--- config.mk ---
export PLATFORM = sky130hd
export DESIGN_NAME = id_fwd_stage
export DESIGN_NICKNAME = d
export VERILOG_FILES = /design/src/rtl/id_fwd_stage_pkg.sv /design/src/rtl/id_fwd_stage_fwd_select.sv /design/src/rtl/id_fwd_stage.sv
export SDC_FILE = /design/constraint.sdc
export NUM_CORES = 1
export LEC_CHECK = 0
export BUFFER_PORTS_ARGS = -buffer_cell sky130_fd_sc_hd__buf_2
export CORE_AREA = 2 2 189 191
export DETAILED_ROUTE_END_ITERATION = 8
export DIE_AREA = 0 0 191 193
export GPL_TIMING_DRIVEN = 0
export HOLD_SLACK_MARGIN = 0.03
export PLACE_DENSITY = 0.57
export SLEW_MARGIN = 10
export SYNTH_ARGS = -nofsm -noshare
export SYNTH_HDL_FRONTEND = slang
export SYNTH_SLANG_ARGS = --single-unit
--- constraint.sdc ---
create_clock -name clk -period 3.2 [get_ports clk]
set_clock_uncertainty 0.05 [all_clocks]
set_input_delay 0.32 -clock clk [delete_from_list [all_inputs] [get_ports clk]]
set_output_delay 0.32 -clock clk [all_outputs]
set_load 0.05 [all_outputs]
--- src/rtl/id_fwd_stage_pkg.sv ---
// Shared definitions for the decode/forwarding stage.
//   DATA_W_DEF / REG_AW_DEF : default operand and register-number widths
//   ZERO_REG                : architectural register that always reads zero
//   PAYLOAD_*               : field layout of the opaque IF->ID bundle
package id_fwd_stage_pkg;

  localparam int unsigned DATA_W_DEF    = 32;
  localparam int unsigned REG_AW_DEF    = 5;
  localparam int unsigned NUM_FWD_DEF   = 3;
  localparam int unsigned PAYLOAD_W_DEF = 96;
  localparam int unsigned CNT_W_DEF     = 16;

  localparam int unsigned ZERO_REG      = 0;

  // Bundle layout: {inst, npc, pc}
  localparam int unsigned PAYLOAD_PC_LSB   = 0;
  localparam int unsigned PAYLOAD_NPC_LSB  = 32;
  localparam int unsigned PAYLOAD_INST_LSB = 64;
  localparam int unsigned PAYLOAD_FIELD_W  = 32;

endpackage

--- src/rtl/id_fwd_stage_fwd_select.sv ---
// Per-source operand resolution.
//   used_in, num_in      : registered source-register descriptor
//   rf_data_in           : combinational regfile read data for this source
//   fwd_valid_in/wnum_in : producer stages holding a register writer (0 = youngest)
//   fwd_ready_in/data_in : producer result availability and value
//   op_out               : resolved operand
//   hazard_out           : youngest matching producer has no result yet
module fwd_select
  import id_fwd_stage_pkg::*;
#(
  parameter int unsigned DATA_W  = DATA_W_DEF,
  parameter int unsigned REG_AW  = REG_AW_DEF,
  parameter int unsigned NUM_FWD = NUM_FWD_DEF
) (
  input  logic                      used_in,
  input  logic [REG_AW-1:0]         num_in,
  input  logic [DATA_W-1:0]         rf_data_in,
  input  logic [NUM_FWD-1:0]        fwd_valid_in,
  input  logic [NUM_FWD*REG_AW-1:0] fwd_wnum_in,
  input  logic [NUM_FWD-1:0]        fwd_ready_in,
  input  logic [NUM_FWD*DATA_W-1:0] fwd_data_in,
  output logic [DATA_W-1:0]         op_out,
  output logic                      hazard_out
);

  logic found;

  // First match in ascending index order is the youngest producer; once it is
  // found, older stages are ignored even if they hold a ready result.
  always_comb begin
    op_out     = rf_data_in;
    hazard_out = 1'b0;
    found      = 1'b0;
    if (num_in == REG_AW'(ZERO_REG)) begin
      op_out = '0;
    end else if (used_in) begin
      for (int unsigned i = 0; i < NUM_FWD; i++) begin
        if (!found && fwd_valid_in[i] &&
            fwd_wnum_in[i*REG_AW +: REG_AW] == num_in) begin
          found = 1'b1;
          if (fwd_ready_in[i]) begin
            op_out = fwd_data_in[i*DATA_W +: DATA_W];
          end else begin
            hazard_out = 1'b1;
          end
        end
      end
    end
  end

endmodule

--- src/rtl/id_fwd_stage.sv ---
// Decode pipeline slot between IF and EXE with operand forwarding.
//   clk, rst_n            : clock, asynchronous active-low reset
//   flush_in              : kill held instruction, block capture
//   if_*                  : upstream handshake, bundle and decoded sources
//   id_allowin_out        : this stage accepts this cycle
//   exe_allowin_in        : downstream accepts
//   id_valid_out          : held instruction valid, operands ready, not flushed
//   id_payload_out        : held bundle
//   id_src*_num_out       : registered regfile read addresses
//   rf_rd*_in             : regfile read data for those addresses
//   fwd_*                 : producer stages, index 0 youngest (EXE)
//   id_op*_out            : resolved operands
//   id_stall_cnt_out      : saturating count of operand-hazard stall cycles
module id_fwd_stage
  import id_fwd_stage_pkg::*;
#(
  parameter int unsigned DATA_W    = DATA_W_DEF,
  parameter int unsigned REG_AW    = REG_AW_DEF,
  parameter int unsigned NUM_FWD   = NUM_FWD_DEF,
  parameter int unsigned PAYLOAD_W = PAYLOAD_W_DEF,
  parameter int unsigned CNT_W     = CNT_W_DEF
) (
  input  logic                      clk,
  input  logic                      rst_n,
  input  logic                      flush_in,
  input  logic                      if_valid_in,
  output logic                      id_allowin_out,
  input  logic [PAYLOAD_W-1:0]      if_payload_in,
  input  logic [REG_AW-1:0]         if_src1_num_in,
  input  logic [REG_AW-1:0]         if_src2_num_in,
  input  logic                      if_src1_used_in,
  input  logic                      if_src2_used_in,
  input  logic                      exe_allowin_in,
  output logic                      id_valid_out,
  output logic [PAYLOAD_W-1:0]      id_payload_out,
  output logic [REG_AW-1:0]         id_src1_num_out,
  output logic [REG_AW-1:0]         id_src2_num_out,
  input  logic [DATA_W-1:0]         rf_rd1_in,
  input  logic [DATA_W-1:0]         rf_rd2_in,
  input  logic [NUM_FWD-1:0]        fwd_valid_in,
  input  logic [NUM_FWD*REG_AW-1:0] fwd_wnum_in,
  input  logic [NUM_FWD-1:0]        fwd_ready_in,
  input  logic [NUM_FWD*DATA_W-1:0] fwd_data_in,
  output logic [DATA_W-1:0]         id_op1_out,
  output logic [DATA_W-1:0]         id_op2_out,
  output logic [CNT_W-1:0]          id_stall_cnt_out
);

  logic                 valid_r;
  logic [PAYLOAD_W-1:0] payload_r;
  logic [REG_AW-1:0]    src1_num_r;
  logic [REG_AW-1:0]    src2_num_r;
  logic                 src1_used_r;
  logic                 src2_used_r;
  logic [CNT_W-1:0]     stall_cnt_r;

  logic src1_hazard;
  logic src2_hazard;
  logic ready;
  logic allowin;

  fwd_select #(
    .DATA_W  (DATA_W),
    .REG_AW  (REG_AW),
    .NUM_FWD (NUM_FWD)
  ) u_fwd_src1 (
    .used_in      (src1_used_r),
    .num_in       (src1_num_r),
    .rf_data_in   (rf_rd1_in),
    .fwd_valid_in (fwd_valid_in),
    .fwd_wnum_in  (fwd_wnum_in),
    .fwd_ready_in (fwd_ready_in),
    .fwd_data_in  (fwd_data_in),
    .op_out       (id_op1_out),
    .hazard_out   (src1_hazard)
  );

  fwd_select #(
    .DATA_W  (DATA_W),
    .REG_AW  (REG_AW),
    .NUM_FWD (NUM_FWD)
  ) u_fwd_src2 (
    .used_in      (src2_used_r),
    .num_in       (src2_num_r),
    .rf_data_in   (rf_rd2_in),
    .fwd_valid_in (fwd_valid_in),
    .fwd_wnum_in  (fwd_wnum_in),
    .fwd_ready_in (fwd_ready_in),
    .fwd_data_in  (fwd_data_in),
    .op_out       (id_op2_out),
    .hazard_out   (src2_hazard)
  );

  assign ready   = !(src1_hazard || src2_hazard);
  assign allowin = !valid_r || (ready && exe_allowin_in);

  assign id_allowin_out   = allowin;
  assign id_valid_out     = valid_r && ready && !flush_in;
  assign id_payload_out   = payload_r;
  assign id_src1_num_out  = src1_num_r;
  assign id_src2_num_out  = src2_num_r;
  assign id_stall_cnt_out = stall_cnt_r;

  always_ff @(posedge clk or negedge rst_n) begin
    if (!rst_n) begin
      valid_r     <= 1'b0;
      payload_r   <= '0;
      src1_num_r  <= '0;
      src2_num_r  <= '0;
      src1_used_r <= 1'b0;
      src2_used_r <= 1'b0;
      stall_cnt_r <= '0;
    end else begin
      // Only operand hazards count; a downstream back-pressure stall does not.
      if (valid_r && !ready && !flush_in && stall_cnt_r != '1) begin
        stall_cnt_r <= stall_cnt_r + 1'b1;
      end
      if (flush_in) begin
        valid_r <= 1'b0;
      end else if (allowin) begin
        valid_r <= if_valid_in;
        if (if_valid_in) begin
          payload_r   <= if_payload_in;
          src1_num_r  <= if_src1_num_in;
          src2_num_r  <= if_src2_num_in;
          src1_used_r <= if_src1_used_in;
          src2_used_r <= if_src2_used_in;
        end
      end
    end
  end

endmodule

==> summary.txt <==
Die
  – IO Pins: 482
  – Core area: 35000 um^2
  – Row cnt: 69
  – Die area: 36900 um^2
  – Die width: 191 um
  – Die Height: 193 um
  – Initial Util: 22.7%

GRT
  – Vias in the first global route: 9804
  – Met1 Use GR: 25.9%
  – Initial antenna violation count: 23
  – Met3 Use GR: 7.37%
  – First-pass GRT wire length: 63000 um
  – Busiest grt layer: met2
  – Grt met2 use: 38.3%
  – Gr usage total: 22.9%
  – Largest net degree at the start of global routing: 68
  – Grt ovf: 0

Synthesis
  – Register bit count reported by yosys: 125
  – Top post-synthesis cells by area: dfrtp_1, a221o_1, and3_1
  – Ys async rst share: 100%
  – Synth cell types: 44
  – Mapped cell area: 7950 um^2
  – Post-synth top area share: 39.4%
  – Register area share after synthesis: 39.4%
  – Cell taking the most area after synthesis: dfrtp_1
  – Mapped Nets: 1148
  – Post-synth EDFFs: 0
  – Yosys warning count: 0
  – Main synth FF type: dfrtp_1
  – Synthesized area per cell: 9.32 um^2
  – Synthesized instance count: 853

Detailed routing
  – Post-route ant nets: 0
  – DR vias/cell: 5.41
  – DRT Pass-1 Iters: 5
  – DRC viols: 0
  – 1st-iter DRT viols: 575
  – DR WL/cell: 23.9 um
  – Final wirelength: 44700 um
  – Vias: 10100

Timing
  – Final WS setup: -0.0731 ns
  – Max_slew headroom: 49.8%
  – Worst-margin pin slew: 0.753 ns
  – Ratio of final minimum period to clock period: 102%
  – Final min period: 3.27 ns
  – Finish-stage setup viols: 7
  – Final Slew Violations: 0
  – RSZ-0062 raised after global routing: true
  – Final Hold Fails: 0
  – Max Clock Freq: 306 MHz

Critical path
  – Critical Path Start: id_src2_num_out[3]
  – CP Launch Type: flop
  – Crit-path max cell delay: 0.51 ns
  – Critical path's top delay family: simple AND/OR/NAND/NOR gates
  – Critical path depth: 10
  – Reg2Reg Setup Slack: 0.16 ns
  – Worst r2r dst: id_payload_out[90]
  – Crit Path Max Fanout: 5
  – Buf+Inv Stages, Crit Path: 3
  – Required @ worst endpoint: 2.83 ns
  – CP Capture Type: output port
  – Most frequent CP cell: buf_8
  – Worst r2r src: id_src2_num_out[0]
  – Crit Path Class: flop to output port
  – Worst Setup EP: id_op2_out[4]
  – Max stage delay cell, worst path: or4b_4
  – Crit path arrival time: 2.90 ns
  – Worst Reg-to-Reg Cells: 11
  – Crit path cell chain: xnor2_1 -> nand2_1 -> nor2_1 -> or4b_4 -> nand3_4 -> buf_12 -> buf_8 -> nor3_2 -> a221o_2 -> buf_8

Place
  – DP HPWL: 33100 um
  – GP Congestion: 0.978
  – Port bufs: 481
  – Pre-CTS WS: -0.509 ns

Power
  – Net Sw Power: 0.00384 W
  – Pwr/cell area: 626 nW/um^2
  – Tot Pwr: 0.00842 W
  – Sw frac: 45.6%
  – Peak supply drop: 0.408 mV
  – Leakage power total: 6.50 nW
  – Comb power frac: 50.2%
  – Power share of the sequential group: 25.0%
  – Internal: 0.00458 W
  – Clock power share: 24.8%

Clocking
  – CTS Buffer Depth: 2
  – CTS tree: built
  – CTS H-tree depth: 4
  – TritonCTS Buffers: 17
  – Worst-Skew Late Latency: 0.43 ns
  – Root buffer cell: clkbuf_16
  – Clock-pin slew on the worst setup and hold paths: 0.07 ns
  – CTS sink count: 125

Run
  – Maxcap violations: 0

Final layout
  – Area occupied by multi-input gates: 5090 um^2
  – Commonest cells after routing, fill and taps aside: buf_2, dfrtp_1, and3_1
  – Fraction of layout cells with a size suffix above 1: 54.7%
  – Syn-to-layout area delta: 69.2%
  – # fillers: 3582
  – Fin nets: 1674
  – Most common cell after layout, fill and taps aside: buf_2
  – Storage cell area: 3140 um^2
  – Final Core Density: 38.5%

Hold path
  – Type of the worst min-delay path: primary input to flop

Outcome
  – Outcome: complete, but fails checks
  – Failing checks: negative setup slack
## Yosys cell counts (2+ instances only)
cell type,instances
nand3_1,21
nor3_1,97
or4_1,2
xnor2_1,31
xor2_1,14
a221o_1,170
buf_4,3
mux2i_1,2
o22ai_1,63
and2_1,2
nand2b_1,3
o21ai_0,2
and3_1,114
clkbuf_1,73
dfrtp_1,125
inv_1,7
nor4_1,2
nand2_1,16
nand4_1,6
buf_1,8
a21oi_1,5
buf_2,18
nor2_1,47
or2_2,2
## per-stage QoR
step / std cells / setup TNS, ns / cell area [um^2] / hold WS (ns)
after floorplan: 853 / -0.0127 / 8050 / -0.0256
after global placement: 1795 / -67.23 / 11000 / 0.433
after detailed placement: 1796 / -62.37 / 11100 / 0.297
after CTS: 1843 / -0.828 / 12600 / 0.0430
after global routing: 1869 / -4.76 / 13400 / 0.0514
final: 1871 / -0.166 / 13400 / 0.0610
## worst min-delay path by stage
| stage | start | end | depth (start not counted) | slack (ns) |
|---|---|---|---|---|
| floorplan | rst_n | id_payload_out[0] | 0 | -0.03 |
| global placement | id_stall_cnt_out[4] | id_stall_cnt_out[4] | 1 | 0.43 |
| detailed placement | rst_n | id_payload_out[48] | 1 | 0.30 |
| CTS | if_payload_in[50] | id_payload_out[50] | 2 | 0.04 |
| global route | if_src2_num_in[3] | id_src2_num_out[3] | 2 | 0.05 |
| finish | if_payload_in[50] | id_payload_out[50] | 2 | 0.06 |
## power groups by stage
stage	registers (W)	logic [W]	clock network (W)
after floorplan	0.00295	0.00164	0
after global placement	0.00206	0.00361	0
after CTS	0.00210	0.00398	0.00213
after global routing	0.00215	0.00439	0.00219
final	0.00211	0.00422	0.00209
after detailed placement	0.00207	0.00363	0
## worst reg2reg max path, stage by stage, from the launching register on
cell       delay [ns]
dfrtp_2          0.47
xor2_2           0.18
nor4_4           0.38
buf_4            0.18
a2111oi_2        0.05
a211o_1          0.23
a22o_1           0.21
buf_12           0.14
buf_4            0.17
buf_1            0.30
and3_1           0.29
a221o_1          0.26
## routing by layer
metal  routed length [um]  vias up
met1                16600     4990
met2                21700      538
met5                   60        -
met4                 2420       10
li1                     -     4484
met3                 3880      106
## flip-flops by register name, summed over array words and instances, names as in the netlist
| name | cells |
|---|---|
| id_src1_num_out | 5 |
| src2_used_r | 1 |
| id_src2_num_out | 5 |
| src1_used_r | 1 |
| id_payload_out | 96 |
| id_stall_cnt_out | 16 |
| valid_r | 1 |
## kinds of logic (layout without fill, tap and decap cells)
logic type / Yosys count / after routing / synth area share (%)
adder cells (fa/ha/maj): 1 / 1 / 0.157
multiplexers: 3 / 3 / 0.394
buffers and inverters: 109 / 647 / 5.57
other: 0 / 18 / 0
XOR/XNOR: 45 / 45 / 4.96
flip-flops: 125 / 125 / 39.4
AO/OA/AOI/OAI: 251 / 251 / 28.1
AND/OR/NAND/NOR: 319 / 320 / 21.5
## area by class of cell
| cell class | instances | area share [%] |
|---|---|---|
| antenna | 18 | 0.335 |
| buffer | 86 | 4.59 |
| clock buffer | 18 | 3.27 |
| clock inverter | 14 | 1.35 |
| inverter | 7 | 0.195 |
| multi-input combinational | 620 | 37.8 |
| sequential | 125 | 23.3 |
| tap | 461 | 4.29 |
| timing repair buffer | 522 | 24.8 |
## timing repair
| action | in CTS | in global routing |
|---|---|---|
| endpoints found under the setup margin | 190 | 96 |
| hold buffers | 2 | 0 |
| pin swaps | 19 | 14 |
| hold endpoints to repair | 59 | 0 |
| buffers inserted | 24 | 9 |
| cloned | 2 | 4 |
| gates resized for setup | 221 | 165 |
Power figures use the tool's default switching activity.
